===== src/rtl/switchres_modeline_loader_if.sv =====
`default_nettype none
//------------------------------------------------------------------------------
// Module   : switchres_modeline_loader_if
// Purpose  : DDR read-port bundle between the modeline loader (master) and
//            the DDR arbiter (slave).
// Signals  : ddr_rd         master->slave  read request, held until accepted
//            ddr_addr[27:0] master->slave  64-bit word address
//            ddr_busy       slave->master  request accepted when ~ddr_busy
//            ddr_dout[63:0] slave->master  read data
//            ddr_dout_ready slave->master  ddr_dout valid this cycle
// Revision : 1.0  initial release
//------------------------------------------------------------------------------
interface switchres_modeline_loader_if;
  logic        ddr_rd;
  logic [27:0] ddr_addr;
  logic        ddr_busy;
  logic [63:0] ddr_dout;
  logic        ddr_dout_ready;

  modport master (
    output ddr_rd,
    output ddr_addr,
    input  ddr_busy,
    input  ddr_dout,
    input  ddr_dout_ready
  );

  modport slave (
    input  ddr_rd,
    input  ddr_addr,
    output ddr_busy,
    output ddr_dout,
    output ddr_dout_ready
  );
endinterface
`default_nettype wire


===== src/rtl/switchres_modeline_loader.sv =====
`default_nettype none
//------------------------------------------------------------------------------
// Module   : switchres_modeline_loader
// Purpose  : On a switchres command, fetch a 3-word modeline from DDR, check
//            it, and apply it to the timing outputs atomically at the next
//            rising edge of vblank; then acknowledge the command decoder.
// Ports    : clk_sys, reset_n          clock, async active-low reset
//            cmd_switchres             level request from command decoder
//            reset_switchres           one-cycle acknowledge pulse
//            ddr (master modport)      DDR read port
//            vga_vblank                vblank from timing generator
//            h_/v_active/begin/end/total, interlaced, pclk_div
//                                      applied video timings
//            timing_update             pulse on the cycle the timings change
//            busy                      high whenever not IDLE
//            error                     sticky: bad modeline or DDR timeout
// Options  : `define SWITCHRES_CHECK_EN enables modeline sanity checking;
//            without it every fetched modeline is applied.
// Revision : 1.0  initial release
//------------------------------------------------------------------------------
module switchres_modeline_loader #(
  parameter logic [27:0] MODELINE_ADDR  = 28'h0010000,
  parameter int          TIMEOUT_CYCLES = 4096
) (
  input  wire logic                   clk_sys,
  input  wire logic                   reset_n,
  input  wire logic                   cmd_switchres,
  output logic                        reset_switchres,
  switchres_modeline_loader_if.master ddr,
  input  wire logic                   vga_vblank,
  output logic [15:0]                 h_active,
  output logic [15:0]                 h_begin,
  output logic [15:0]                 h_end,
  output logic [15:0]                 h_total,
  output logic [15:0]                 v_active,
  output logic [15:0]                 v_begin,
  output logic [15:0]                 v_end,
  output logic [15:0]                 v_total,
  output logic                        interlaced,
  output logic [7:0]                  pclk_div,
  output logic                        timing_update,
  output logic                        busy,
  output logic                        error
);

  localparam logic [3:0] S_IDLE  = 4'd0;
  localparam logic [3:0] S_REQ   = 4'd1;
  localparam logic [3:0] S_WAIT  = 4'd2;
  localparam logic [3:0] S_CHECK = 4'd3;
  localparam logic [3:0] S_PEND  = 4'd4;
  localparam logic [3:0] S_APPLY = 4'd5;
  localparam logic [3:0] S_ABORT = 4'd6;
  localparam logic [3:0] S_ACK   = 4'd7;
  localparam logic [3:0] S_GAP   = 4'd8;

  localparam int TW = $clog2(TIMEOUT_CYCLES + 1);

  logic [3:0]    state_q, state_d;
  logic [1:0]    idx_q, idx_d;
  logic [TW-1:0] tmo_q, tmo_d;
  logic [63:0]   shadow0_q, shadow0_d;
  logic [63:0]   shadow1_q, shadow1_d;
  logic [8:0]    shadow2_q, shadow2_d;
  logic          vblank_q, vblank_d;
  logic          error_q, error_d;
  logic [63:0]   h_q, h_d;
  logic [63:0]   v_q, v_d;
  logic [8:0]    misc_q, misc_d;

  logic          tmo_hit;
  logic          vblank_rise;
  logic          apply_go;
  logic          modeline_ok;

  // Last cycle of the per-word budget: REQ+WAIT may last TIMEOUT_CYCLES.
  assign tmo_hit     = (tmo_q >= TW'(TIMEOUT_CYCLES - 1));
  // vblank_q tracks vblank in every state, so a vblank already high when PEND
  // is entered never looks like an edge.
  assign vblank_rise = vga_vblank & ~vblank_q;
  assign apply_go    = (state_q == S_PEND) & vblank_rise;

`ifdef SWITCHRES_CHECK_EN
  function automatic logic order_ok(input logic [63:0] w);
    return (w[63:48] != 16'd0) &&
           (w[63:48] <  w[47:32]) &&
           (w[47:32] <  w[31:16]) &&
           (w[31:16] <= w[15:0]);
  endfunction

  assign modeline_ok = order_ok(shadow0_q) && order_ok(shadow1_q) &&
                       (shadow2_q[7:0] != 8'd0);
`else
  assign modeline_ok = 1'b1;
`endif

  // State register
  always_ff @(posedge clk_sys or negedge reset_n) begin
    if (!reset_n) begin
      state_q <= S_IDLE;
    end else begin
      state_q <= state_d;
    end
  end

  // Next-state logic
  always_comb begin
    state_d = state_q;
    case (state_q)
      S_IDLE:  if (cmd_switchres) state_d = S_REQ;
      S_REQ: begin
        if (tmo_hit)            state_d = S_ABORT;
        else if (!ddr.ddr_busy) state_d = S_WAIT;
      end
      S_WAIT: begin
        // Data arriving on the final budget cycle still counts.
        if (ddr.ddr_dout_ready) state_d = (idx_q == 2'd2) ? S_CHECK : S_REQ;
        else if (tmo_hit)       state_d = S_ABORT;
      end
      S_CHECK: state_d = modeline_ok ? S_PEND : S_ABORT;
      S_PEND:  if (vblank_rise) state_d = S_APPLY;
      S_APPLY: state_d = S_ACK;
      S_ABORT: state_d = S_ACK;
      S_ACK:   state_d = S_GAP;
      S_GAP:   state_d = S_IDLE;
      default: state_d = S_IDLE;
    endcase
  end

  // Output logic
  always_comb begin
    ddr.ddr_rd      = 1'b0;
    ddr.ddr_addr    = 28'd0;
    timing_update   = 1'b0;
    reset_switchres = 1'b0;
    busy            = (state_q != S_IDLE);
    case (state_q)
      S_REQ: begin
        ddr.ddr_rd   = 1'b1;
        ddr.ddr_addr = MODELINE_ADDR + 28'(idx_q);
      end
      S_APPLY: timing_update   = 1'b1;
      S_ACK:   reset_switchres = 1'b1;
      default: ;
    endcase
  end

  // Datapath next values
  always_comb begin
    idx_d     = idx_q;
    tmo_d     = tmo_q;
    shadow0_d = shadow0_q;
    shadow1_d = shadow1_q;
    shadow2_d = shadow2_q;
    vblank_d  = vga_vblank;
    error_d   = error_q;
    h_d       = h_q;
    v_d       = v_q;
    misc_d    = misc_q;

    if (state_q == S_IDLE) begin
      idx_d = 2'd0;
    end else if ((state_q == S_WAIT) && ddr.ddr_dout_ready && (idx_q != 2'd2)) begin
      idx_d = 2'(idx_q + 2'd1);
    end

    // Budget restarts for every word fetched.
    if ((state_d == S_REQ) && (state_q != S_REQ)) begin
      tmo_d = '0;
    end else if ((state_q == S_REQ) || (state_q == S_WAIT)) begin
      tmo_d = TW'(tmo_q + 1'b1);
    end

    if ((state_q == S_WAIT) && ddr.ddr_dout_ready) begin
      case (idx_q)
        2'd0:    shadow0_d = ddr.ddr_dout;
        2'd1:    shadow1_d = ddr.ddr_dout;
        default: shadow2_d = ddr.ddr_dout[8:0];
      endcase
    end

    // Outputs load on the edge into APPLY, so the new timings are visible in
    // the same cycle that timing_update is high.
    if (apply_go) begin
      h_d     = shadow0_q;
      v_d     = shadow1_q;
      misc_d  = shadow2_q;
      error_d = 1'b0;
    end else if (state_q == S_ABORT) begin
      error_d = 1'b1;
    end
  end

  always_ff @(posedge clk_sys or negedge reset_n) begin
    if (!reset_n) begin
      idx_q     <= 2'd0;
      tmo_q     <= '0;
      shadow0_q <= 64'd0;
      shadow1_q <= 64'd0;
      shadow2_q <= 9'd0;
      vblank_q  <= 1'b0;
      error_q   <= 1'b0;
      h_q       <= 64'd0;
      v_q       <= 64'd0;
      misc_q    <= 9'd0;
    end else begin
      idx_q     <= idx_d;
      tmo_q     <= tmo_d;
      shadow0_q <= shadow0_d;
      shadow1_q <= shadow1_d;
      shadow2_q <= shadow2_d;
      vblank_q  <= vblank_d;
      error_q   <= error_d;
      h_q       <= h_d;
      v_q       <= v_d;
      misc_q    <= misc_d;
    end
  end

  assign h_active   = h_q[63:48];
  assign h_begin    = h_q[47:32];
  assign h_end      = h_q[31:16];
  assign h_total    = h_q[15:0];
  assign v_active   = v_q[63:48];
  assign v_begin    = v_q[47:32];
  assign v_end      = v_q[31:16];
  assign v_total    = v_q[15:0];
  assign interlaced = misc_q[8];
  assign pclk_div   = misc_q[7:0];
  assign error      = error_q;

endmodule
`default_nettype wire


===== src/flat_wrapper.sv =====
// flat-port wrapper written by rule: the top's interface ports become plain ports
module switchres_modeline_loader_flat 
#(
  parameter logic [27:0] MODELINE_ADDR  = 28'h0010000,
  parameter int          TIMEOUT_CYCLES = 4096
)
  (clk_sys, reset_n, cmd_switchres, reset_switchres, vga_vblank, h_active, h_begin, h_end, h_total, v_active, v_begin, v_end, v_total, interlaced, pclk_div, timing_update, busy, error, ddr_ddr_rd, ddr_ddr_addr, ddr_ddr_busy, ddr_ddr_dout, ddr_ddr_dout_ready);
  switchres_modeline_loader_if ddr_i ();
  input  wire logic clk_sys;
  input  wire logic reset_n;
  input  wire logic cmd_switchres;
  output logic reset_switchres;
  input  wire logic vga_vblank;
  output logic [15:0] h_active;
  output logic [15:0] h_begin;
  output logic [15:0] h_end;
  output logic [15:0] h_total;
  output logic [15:0] v_active;
  output logic [15:0] v_begin;
  output logic [15:0] v_end;
  output logic [15:0] v_total;
  output logic interlaced;
  output logic [7:0] pclk_div;
  output logic timing_update;
  output logic busy;
  output logic error;
  output wire logic [$bits(ddr_i.ddr_rd)-1:0] ddr_ddr_rd;
  output wire logic [$bits(ddr_i.ddr_addr)-1:0] ddr_ddr_addr;
  input wire logic [$bits(ddr_i.ddr_busy)-1:0] ddr_ddr_busy;
  input wire logic [$bits(ddr_i.ddr_dout)-1:0] ddr_ddr_dout;
  input wire logic [$bits(ddr_i.ddr_dout_ready)-1:0] ddr_ddr_dout_ready;
  assign ddr_ddr_rd = ddr_i.ddr_rd;
  assign ddr_ddr_addr = ddr_i.ddr_addr;
  assign ddr_i.ddr_busy = ddr_ddr_busy;
  assign ddr_i.ddr_dout = ddr_ddr_dout;
  assign ddr_i.ddr_dout_ready = ddr_ddr_dout_ready;
  switchres_modeline_loader #(.MODELINE_ADDR(MODELINE_ADDR), .TIMEOUT_CYCLES(TIMEOUT_CYCLES)) u_core (.clk_sys(clk_sys), .reset_n(reset_n), .cmd_switchres(cmd_switchres), .reset_switchres(reset_switchres), .ddr(ddr_i), .vga_vblank(vga_vblank), .h_active(h_active), .h_begin(h_begin), .h_end(h_end), .h_total(h_total), .v_active(v_active), .v_begin(v_begin), .v_end(v_end), .v_total(v_total), .interlaced(interlaced), .pclk_div(pclk_div), .timing_update(timing_update), .busy(busy), .error(error));
endmodule

===== config.mk =====
export PLATFORM = sky130hd
export DESIGN_NAME = switchres_modeline_loader_flat
export DESIGN_NICKNAME = d
export VERILOG_FILES = /design/src/rtl/switchres_modeline_loader_if.sv /design/src/rtl/switchres_modeline_loader.sv /design/src/flat_wrapper.sv
export SDC_FILE = /design/constraint.sdc
export NUM_CORES = 1
export LEC_CHECK = 0
export ABC_AREA = 0
export CORE_ASPECT_RATIO = 1.25
export CORE_MARGIN = 2
export CORE_UTILIZATION = 55
export DETAILED_ROUTE_END_ITERATION = 10
export GPL_ROUTABILITY_DRIVEN = 0
export PLACE_DENSITY = 0.85
export SKIP_LAST_GASP = 1
export SLEW_MARGIN = 0
export SYNTH_ARGS = -nofsm -noshare
export SYNTH_HDL_FRONTEND = slang
export SYNTH_SLANG_ARGS = --single-unit

===== constraint.sdc =====
create_clock -name clk_sys -period 3.52 [get_ports clk_sys]
set_input_delay 0.704 -clock clk_sys [delete_from_list [all_inputs] [get_ports clk_sys]]
set_output_delay 0.704 -clock clk_sys [all_outputs]
set_load 0.05 [all_outputs]

==> impl_metrics.json <==
{
  "fin_skew_ns": 0.0233,
  "hold_violations": 0,
  "synth_compound_area_share_pct": 1.09,
  "coreArea_sq_um": 20700,
  "period_needed_ns": 3.26,
  "io_pins": 240,
  "overflow": 0,
  "muxShareOfSynthArea_pct": 26.9,
  "cts-htree-levels": 1,
  "p_per_area_nw_per_um2": 887,
  "synth_xor_area_share_pct": 1.07,
  "synth_top_area_share_pct": 64.1,
  "post-route-drc-count": 0,
  "drive_gt1_share_pct": 35.1,
  "cts_resized": 0,
  "antenna_found_initial": 0,
  "clock_latency_ns": 0.54,
  "synthTopCellsByArea": "dfrtp_1, mux2_2, buf_4",
  "combinationalPowerShare_pct": 38.1,
  "outcome": "finished, final reports clean",
  "cp.required_ns": 2.82,
  "layout_commonest_cell": "dfrtp_1",
  "critical-path-max-stage-delay_ns": 0.87,
  "yosys.area_share.simple_pct": 3.01,
  "crit_fanout": 11,
  "cp_slowest_cell": "clkdlybuf4s50_1",
  "hold_buffers": 0,
  "async_flop_share_pct": 100,
  "worst_slew_pin_slew_ns": 1.01,
  "worstReg2RegStart": "u_core.state_q[1]",
  "area_growth_pct": 28.3,
  "path_clk_slew_ns": 0.06,
  "ff2ff_setup_slack_ns": 1.18,
  "period_share_pct": 92.6,
  "grt_pass1_vias": 7131,
  "synth_edf_count": 0,
  "slew_headroom_pct": 32.9,
  "dr_total_vias": 6513,
  "rsz0062_at_grt": "false",
  "start_kind": "register",
  "hp-class": "input pin to asynchronous set/reset pin",
  "grt_pass1_wl_mm": 37.1,
  "synth-main-ff-cell": "dfrtp_1",
  "dieArea_sq_um": 22100,
  "root_buffer": "clkbuf_16",
  "synth_cell_types": 39,
  "critPathKind": "register to output pin",
  "path_cells": "nor2b_1, and3_1, clkdlybuf4s50_1",
  "routedWlPerCell_um": 18.1,
  "leakagePower_nw": 7.03,
  "track_usage_pct": 20.9,
  "clock-sinks": 295,
  "reg2reg_depth": 5,
  "io_buffers": 214,
  "synth_seq_area_share_pct": 64.1,
  "routed_via_density": 5.21,
  "num_antenna_cells": 0,
  "ant_nets": 0,
  "yosysWarnings": 0,
  "rows": 59,
  "syn-instance-count": 737,
  "max_freq_mhz": 307,
  "drtIter0Drc": 177,
  "synth_top_family_by_area": "multiplexers",
  "peakVddDrop_mv": 0.696,
  "p_total_mw": 13.1,
  "nets": 1031,
  "maxCapViolations": 0,
  "most-common-layout-cells": "dfrtp_1, mux2_2, clkdlybuf4s50_1",
  "wirelength_mm": 22.6,
  "p_sw_mw": 4.79,
  "worstPathArrival_ns": 2.55,
  "cts_buffers": 27,
  "switching_share_pct": 36.5,
  "cp_top_family": "buffers and inverters",
  "netlist_area_sq_um": 11500,
  "die_w_um": 133,
  "clockPowerShare_pct": 22.3,
  "hpwl_mm": 14.9,
  "setup_viol": 0,
  "die_height_um": 166,
  "r2r_end": "u_core.shadow0_q[51]",
  "synth_top_area_cell": "dfrtp_1",
  "cp_num_buf_inv": 1,
  "tns_ns": 0,
  "layout_setup_ws_ns": 0.262,
  "yosys.area_share.adder_pct": 0.435,
  "place_ws_ns": 0.764,
  "end_kind": "output pin",
  "cts_tree": "built",
  "cts_setup_buffers": 0,
  "clk_path_buf_depth": 3,
  "firstDrtPassIters": 4,
  "seqPwrFrac_pct": 39.7,
  "report.final.slew_viol_count": 0,
  "p_int_mw": 8.32,
  "initial_core_util_pct": 55.7,
  "syn_area_per_cell_sq_um": 15.6,
  "synth-seq-cells": 295,
  "grt_max_degree": 92
}
## synthesized netlist by cell type (3+ instances only)
cell type,count
mux2_2,274
nand4_1,3
nor2_1,20
nand3_1,3
ha_1,4
nor2_2,3
buf_4,28
buf_2,27
nand2_1,13
a21oi_1,6
dfrtp_1,295
xnor2_1,8
inv_1,6
nor2b_1,3
xor2_1,6
o21ai_0,5
and3_1,6
## state kept, by name, summed over array words and instances, names as in the netlist
| name | cells |
|---|---|
| u_core.v_q | 64 |
| u_core.misc_q | 9 |
| u_core.vblank_q | 1 |
| u_core.error | 1 |
| u_core.tmo_q | 13 |
| u_core.shadow2_q | 9 |
| u_core.h_q | 64 |
| u_core.state_q | 4 |
| u_core.shadow0_q | 64 |
| u_core.shadow1_q | 64 |
| u_core.idx_q | 2 |
## power groups by stage
stage,clock (mW),sequential [mW],combinational [mW]
after floorplan,0,6.81,1.79
after global routing,3.14,5.36,5.25
after detailed placement,0,5.25,5.01
after CTS,3.00,5.21,5.05
final,2.92,5.20,4.99
after global placement,0,5.18,4.91
## how the worst max path moves through the flow
stage / from / endpoint / slack, ns / cells after the start
4_1_cts: u_core.state_q[0] / ddr_ddr_addr[16] / 0.20 / 3
2_1_floorplan: u_core.state_q[1] / ddr_ddr_addr[16] / 1.23 / 4
6_report: u_core.state_q[2] / reset_switchres / 0.26 / 3
5_1_grt: u_core.state_q[1] / busy / 0.10 / 3
3_5_place_dp: u_core.state_q[0] / ddr_ddr_addr[16] / 0.76 / 3
3_3_place_gp: vga_vblank / u_core.v_q[50] / 0.79 / 5
## routing by layer
layer	track usage [%]	part of all wire (%)	vias up
li1	-	-	2959
met4	7.68	3.7	0
met1	24.9	38	3334
met3	4.85	5.9	49
met5	0	0	-
met2	36.8	52	171
## stage by stage
stage	util [%]	area, sq um	instances	hold WS, ns
detailed placement	67.1	13900	1202	0.488
global route	71.5	14800	1249	0.216
floorplan	-	11600	761	0.408
CTS	71.5	14800	1249	0.194
global placement	67.1	13900	1202	0.479
finish	71.5	14800	1249	0.192
## cell type report
type	instances	area, sq um
Inverter	6	22.5
Clock buffer	34	742
Fill cell	1376	5900
Sequential cell	295	7380
Timing Repair Buffer	225	2280
Clock inverter	13	149
Multi-Input combinational cell	402	3850
Tap cell	274	343
## cell families (layout without fill, tap and decap cells)
kind of cell	count (synthesis)	count (layout)
compound gates	19	19
other cells	1	25
flops	295	295
xor+xnor	14	14
buf+inv	64	278
mux	275	275
fa+ha+maj	4	4
simple gates	65	65
(Power assumes the default switching activity.)
